<file path="src/rtl/pe_pkg.sv">
// pe_pkg
//   Types and constants shared by the processing-element blocks: the
//   coefficient width, the default polynomial length and the state
//   encoding of the polynomial-add sequencer.
package pe_pkg;

  localparam int Q_W        = 23;
  localparam int N_COEF_DEF = 256;

  typedef enum logic [1:0] {
    IDLE,
    RUN,
    DRAIN,
    DONE
  } add_state_t;

endpackage

</file>
<file path="src/rtl/mod_add.sv">
// mod_add
//   Combinational modular adder: sum = (a + b) mod q, assuming a, b < q.
//   Operands arrive one bit wider than q so callers can feed raw sums.
//   If an operand is out of range, the single conditional subtraction
//   leaves a value that may still be >= q. That value is truncated to
//   Q_W bits, and no error flag is raised.
// Ports
//   a, b : operands, Q_W+1 bits
//   q    : modulus, Q_W bits
//   sum  : result, Q_W bits
module mod_add
  import pe_pkg::*;
(
  input  logic [Q_W:0]   a,
  input  logic [Q_W:0]   b,
  input  logic [Q_W-1:0] q,
  output logic [Q_W-1:0] sum
);

  logic [Q_W+1:0] raw;
  logic [Q_W+1:0] q_ext;

  assign raw   = {1'b0, a} + {1'b0, b};
  assign q_ext = {2'b00, q};
  assign sum   = (raw >= q_ext) ? Q_W'(raw - q_ext) : raw[Q_W-1:0];

endmodule

</file>
<file path="src/rtl/poly_add_ctrl.sv">
// poly_add_ctrl
//   Streams two coefficient memories through one mod_add and writes back
//   (a+b) mod q, one coefficient per cycle, N_COEF coefficients per start.
//   Every output is registered.
//
//   Timing, counted from the cycle in which start is accepted (cycle 0):
//   - read of address k in cycle k+1
//   - write of address k in cycle k+3
//   - done_o pulses in cycle N_COEF+3
//
// Ports
//   clk_i, rst_n_i          : clock, async active-low reset
//   start_i                 : start request, only sampled in IDLE
//   q_i                     : modulus, captured on start
//   a_data_i, b_data_i      : memory read data, one cycle after rd_en_o
//   rd_en_o, rd_addr_o      : shared read strobe/address for A and B
//   wr_en_o, wr_addr_o,
//   wr_data_o               : result write port
//   busy_o, done_o          : status
//
// state | meaning
// IDLE  | waiting for start_i
// RUN   | issuing reads 0..N_COEF-1, one per cycle
// DRAIN | no more reads; flushing the last two pipeline stages
// DONE  | one-cycle completion, done_o high
module poly_add_ctrl
  import pe_pkg::*;
#(
  parameter int N_COEF = N_COEF_DEF,
  parameter int ADDR_W = 8
) (
  input  logic              clk_i,
  input  logic              rst_n_i,
  input  logic              start_i,
  input  logic [Q_W-1:0]    q_i,
  input  logic [Q_W-1:0]    a_data_i,
  input  logic [Q_W-1:0]    b_data_i,
  output logic              rd_en_o,
  output logic [ADDR_W-1:0] rd_addr_o,
  output logic              wr_en_o,
  output logic [ADDR_W-1:0] wr_addr_o,
  output logic [Q_W-1:0]    wr_data_o,
  output logic              busy_o,
  output logic              done_o
);

  localparam logic [ADDR_W-1:0] LAST_ADDR = ADDR_W'(N_COEF - 1);

  add_state_t        state;
  logic [Q_W-1:0]    q_r;
  logic              pipe_valid;
  logic [ADDR_W-1:0] pipe_addr;
  logic [Q_W-1:0]    sum;

  mod_add u_mod_add (
    .a   ({1'b0, a_data_i}),
    .b   ({1'b0, b_data_i}),
    .q   (q_r),
    .sum (sum)
  );

  always_ff @(posedge clk_i or negedge rst_n_i) begin
    if (!rst_n_i) begin
      state      <= IDLE;
      q_r        <= '0;
      rd_en_o    <= 1'b0;
      rd_addr_o  <= '0;
      pipe_valid <= 1'b0;
      pipe_addr  <= '0;
      wr_en_o    <= 1'b0;
      wr_addr_o  <= '0;
      wr_data_o  <= '0;
      busy_o     <= 1'b0;
      done_o     <= 1'b0;
    end else begin
      // Stage 1 lines up with the memory data; stage 2 is the write port.
      pipe_valid <= rd_en_o;
      pipe_addr  <= rd_addr_o;
      wr_en_o    <= pipe_valid;
      wr_addr_o  <= pipe_addr;
      if (pipe_valid) begin
        wr_data_o <= sum;
      end
      done_o <= 1'b0;

      case (state)
        IDLE: begin
          if (start_i) begin
            state     <= RUN;
            q_r       <= q_i;
            rd_en_o   <= 1'b1;
            rd_addr_o <= '0;
            busy_o    <= 1'b1;
          end
        end
        RUN: begin
          if (rd_addr_o == LAST_ADDR) begin
            rd_en_o <= 1'b0;
            state   <= DRAIN;
          end else begin
            rd_addr_o <= rd_addr_o + ADDR_W'(1);
          end
        end
        DRAIN: begin
          // The write on the port now is the last one: nothing is left in stage 1.
          if (wr_en_o && !pipe_valid) begin
            state  <= DONE;
            busy_o <= 1'b0;
            done_o <= 1'b1;
          end
        end
        DONE: begin
          state <= IDLE;
        end
        default: begin
          state <= IDLE;
        end
      endcase
    end
  end

endmodule

</file>
<file path="config.mk">
export PLATFORM = sky130hd
export DESIGN_NAME = poly_add_ctrl
export DESIGN_NICKNAME = d
export VERILOG_FILES = /design/src/rtl/pe_pkg.sv /design/src/rtl/mod_add.sv /design/src/rtl/poly_add_ctrl.sv
export SDC_FILE = /design/constraint.sdc
export NUM_CORES = 1
export LEC_CHECK = 0
export ABC_AREA = 1
export CORE_UTILIZATION = 46
export DETAILED_ROUTE_END_ITERATION = 10
export PLACE_DENSITY = 0.74
export SETUP_SLACK_MARGIN = 0.4
export SYNTH_ARGS = -nofsm -noshare
export SYNTH_HDL_FRONTEND = slang
export SYNTH_SLANG_ARGS = --single-unit
</file>
<file path="constraint.sdc">
create_clock -name clk_i -period 2.5 [get_ports clk_i]
set_clock_uncertainty 0.05 [all_clocks]
set_input_delay 0.5 -clock clk_i [delete_from_list [all_inputs] [get_ports clk_i]]
set_output_delay 0.5 -clock clk_i [all_outputs]
set_load 0.05 [all_outputs]
</file>
==> results.md <==
- Die boundary height: around 120 µm
- Wire length of the first global-routing pass: approximately 36 mm
- Via density per instance: 5.62
- Number of global-route vias before repair: just over 7000
- Most common library cell in the layout ignoring fill and taps: nand2_1
- Synthesis-stage register bit count: 77
- Number of enable flip-flop cells after synthesis: 0
- Master cell of the clock root buffer: clkbuf_16
- Arithmetic-cell share of the synthesized area counting full adders, half adders and majority gates: 0.108
- Summed area of non-filler cells in the final layout: 0.0108 mm²
- Proportion of total power due to net switching: 0.376
- Final setup vio count: 23
- Detailed router's first-iteration violation count: between 800 and 900
- Floorplan die width: 118 µm
- Final net count: 1342
- Worst Path Max Fanout: 6
- Distinct cells, synth: 40
- Full die area: between 0.01 and 0.015 mm²
- CTS Sinks: just under 80
- Clock edge transition at the registers on the reported setup and hold paths: 70 ps
- Depth of the most critical reg-to-reg path: 15
- Antenna fix cells: 0
- Antenna-violating nets left: 0
- Syn_nets: 1024
- Total Power: 4.79 mW
- Total via count in the routed design: 7860
- R2R Path Start: q_r[0]
- Proportion of synthesized flip-flops having asynchronous set or reset: 1.00
- Timing-limited maximum frequency: around 270 MHz
- Relative contribution of the clock network to total power: 0.267
- Fraction of final layout cells sized beyond drive strength 1: 0.391
- Synthesis Warnings: 0
- Clock insertion delay at the later pin of the skew report: around 350 ps
- Util after Layout: 0.815
- Endpoint of the lowest-slack register-to-register path: wr_data_o[9]
- Violated checks: setup timing
- Switching power: 1.80 mW
- Setup repair after global routing missed its margin: yes
- Critical path required time: roughly 2700 ps
- Cell types occupying the most area after synthesis: dfrtp_1 (31%), nand2_1 (16%), ha_1 (10%), inv_1 (8.9%), nand3_1 (6.0%)
- XOR/XNOR share of the synthesized area: 0.0453
- Minimum setup slack among reg-to-reg paths: -10 ps
- Leading cell types in the layout, fill and taps excluded: nand2_1 (191), buf_4 (190), inv_1 (129), dfrtp_1 (77), clkdlybuf4s50_1 (61)
- Layout Area Growth over Synthesis: 73.9%
- Core footprint: ~0.013 mm²
- Starting density of the core: 0.469
- Pins Over Slew Limit: 0
- Min-delay worst type: input pin to async pin
- Synthesized netlist cell count: 900
- Cell area after technology mapping: 0.00619 mm²
- Buffers from clock root to sink, at most: 2
- Number of detailed-routing iterations run before antenna repair: 6
- Detailed placement HPWL: between 10 and 15 mm
- Final hold violation count: 0
- Worst setup SP type: input pin
- GRT Residual Overflow: 0
- Pleak: ~5.3 nW
- Most used flip-flop cell after synthesis: dfrtp_1
- DRC viols: 0
- H-tree level count: 3
- Floorplan row count: 42
- Internal power: 2.99 mW
- Portion of total power attributed to sequential cells: 0.260
- Sequential area share after synthesis: 0.311
- Post-synthesis mux area share: 0
- Final WL: 26.1 mm
- Arrival time worst endpoint: 3830 ps
- Total GRT Usage: 0.328
- Number of antenna violations at the first check in global routing: 0
- Sum Neg Setup Slack: -24630 ps
- Start point of the critical path: b_data_i[16]
- Post-synthesis compound-gate area fraction: 0.113
- Clock tree from TritonCTS: done
- Period Utilization, post-route: 1.46
- Final Critical Period: 3650 ps
- Endpoint class of the critical path: register
- Dominant combinational cell family by area after synthesis: simple AND/OR/NAND/NOR gates
- Result of the run: finished, violations left
- Max-capacitance violation count: 0
- VDD IR max: 0.394 mV
- Total CTS buffers: 9
- Placer Congestion: 0.961
- Area share of and/or/nand/nor cells after synthesis: 0.315
- Fillers: 741
- Post-place setup slack: -1640 ps
- End of the critical path: wr_data_o[9]
- Least-Margin Pin Slew: 593 ps
- Syn_area_per_cell: 6.87 µm²
- Final worst-path setup slack: -1150 ps
- Largest net degree at the start of global routing: 46
- Share of power burned in combinational logic: 0.473
- Pwr Density: ~450 mW/mm²
- Hold Buf Count CTS: 0
- Count of pins on the block boundary: 115
- Count of input and output buffers: approximately 110
- Remaining max-slew budget at the tightest pin: 0.603
- Post-DR wirelength/cell: 18.6 µm
- Post-synth top area share: 0.311
- WS Path Type: input pin to register
- Library cell with the largest summed area after synthesis: dfrtp_1
- Post-DP Area: 0.00871 mm²
[power groups by stage]
stage / combinational [mW] / sequential [mW] / clock (mW)
2_1_floorplan: 0.786 / 1.27 / 0
3_3_place_gp: 1.49 / 1.27 / 0
3_5_place_dp: 1.50 / 1.27 / 0
4_1_cts: 1.91 / 1.25 / 1.29
5_1_grt: 2.38 / 1.24 / 1.34
6_report: 2.27 / 1.25 / 1.28
[cell usage after synthesis, types with 3 or more instances]
cell and n:
a21boi_0 3, a21oi_1 51, a21oi_2 4, clkbuf_1 6, dfrtp_1 77, ha_1 50, inv_1 146, nand2_1 259
nand2_2 4, nand2_4 3, nand3_1 74, nand3_2 7, nand4_1 18, nor2_1 64, nor2_2 3, nor3_1 11
o21a_1 3, o21ai_0 54, o21bai_1 5, xnor2_1 9, xor2_1 23
[metal layers]
layer | GRT usage | part of all wire | vias up
li1 | - | - | 3524
met4 | 0.157 | 0.065 | 0
met3 | 0.0640 | 0.095 | 154
met2 | 0.534 | 0.46 | 533
met5 | 0 | 0 | -
met1 | 0.416 | 0.38 | 3649
[kinds of logic (layout without fill, tap and decap cells)]
kind of cell / Yosys count / after routing
XOR/XNOR: 32 / 32
adder cells (fa/ha/maj): 52 / 52
flip-flops: 77 / 77
buffers and inverters: 162 / 482
AND/OR/NAND/NOR: 449 / 452
AO/OA/AOI/OAI: 128 / 128
[worst max-delay path: stages]
cell and delay (ps):
clkdlybuf4s15_1 220, ha_4 340, nand2_4 60, inv_4 60
nand2_4 60, nor2_4 130, nand4_1 250, buf_4 240
nand4_1 120, nand2_2 100, inv_2 80, ha_4 160
nand2_4 70, nor2_4 180, nand2_2 80, nor2_2 150
nand2_1 120, nand4_1 90, nand2_1 70, nand2_2 110
nand2_8 80, buf_12 170, nand2_8 120, nand2_1 90
nand3_2 80, nand2_1 90
[sequential cells by signal, indices dropped and copies added (netlist names)]
name,count
done_o,1
pipe_valid,1
wr_data_o,23
wr_en_o,1
wr_addr_o,8
q_r,23
rd_en_o,1
busy_o,1
pipe_addr,8
rd_addr_o,8
state,2
[what timing repair did]
action	4_1_cts	5_1_grt
setup endpoints to repair	30	31
gates cloned	5	1
gates resized for setup	262	136
pin swaps	93	98
buffers inserted	35	19
[through the flow]
stage | std cells | hold WS, ps
3_3_place_gp | 1323 | 282
3_5_place_dp | 1323 | 285
4_1_cts | 1379 | 108
5_1_grt | 1399 | 140
6_report | 1399 | 91.6
2_1_floorplan | 900 | 154
[cell type report]
| type | count | area [µm²] | share of cell area |
|---|---|---|---|
| multi-input cells | 664 | 4990 | 0.464 |
| repair buffers | 319 | 2760 | 0.257 |
| flip-flops and latches | 77 | 1930 | 0.179 |
| inverters | 147 | 564 | 0.0525 |
| clock buffers | 9 | 225 | 0.0209 |
| well taps | 176 | 220 | 0.0205 |
| clock inverters | 7 | 66.3 | 0.00617 |
[worst min path at each step]
stage | from | to | slack [ps] | cells after the start
floorplan | rst_n_i | busy_o | 150 | 0
global placement | pipe_addr[3] | wr_addr_o[3] | 280 | 0
detailed placement | pipe_addr[5] | wr_addr_o[5] | 280 | 0
CTS | rst_n_i | q_r[6] | 110 | 1
global route | rst_n_i | wr_data_o[11] | 140 | 1
finish | rst_n_i | q_r[8] | 90 | 1
Note: power is estimated with default switching activity, not from simulation.
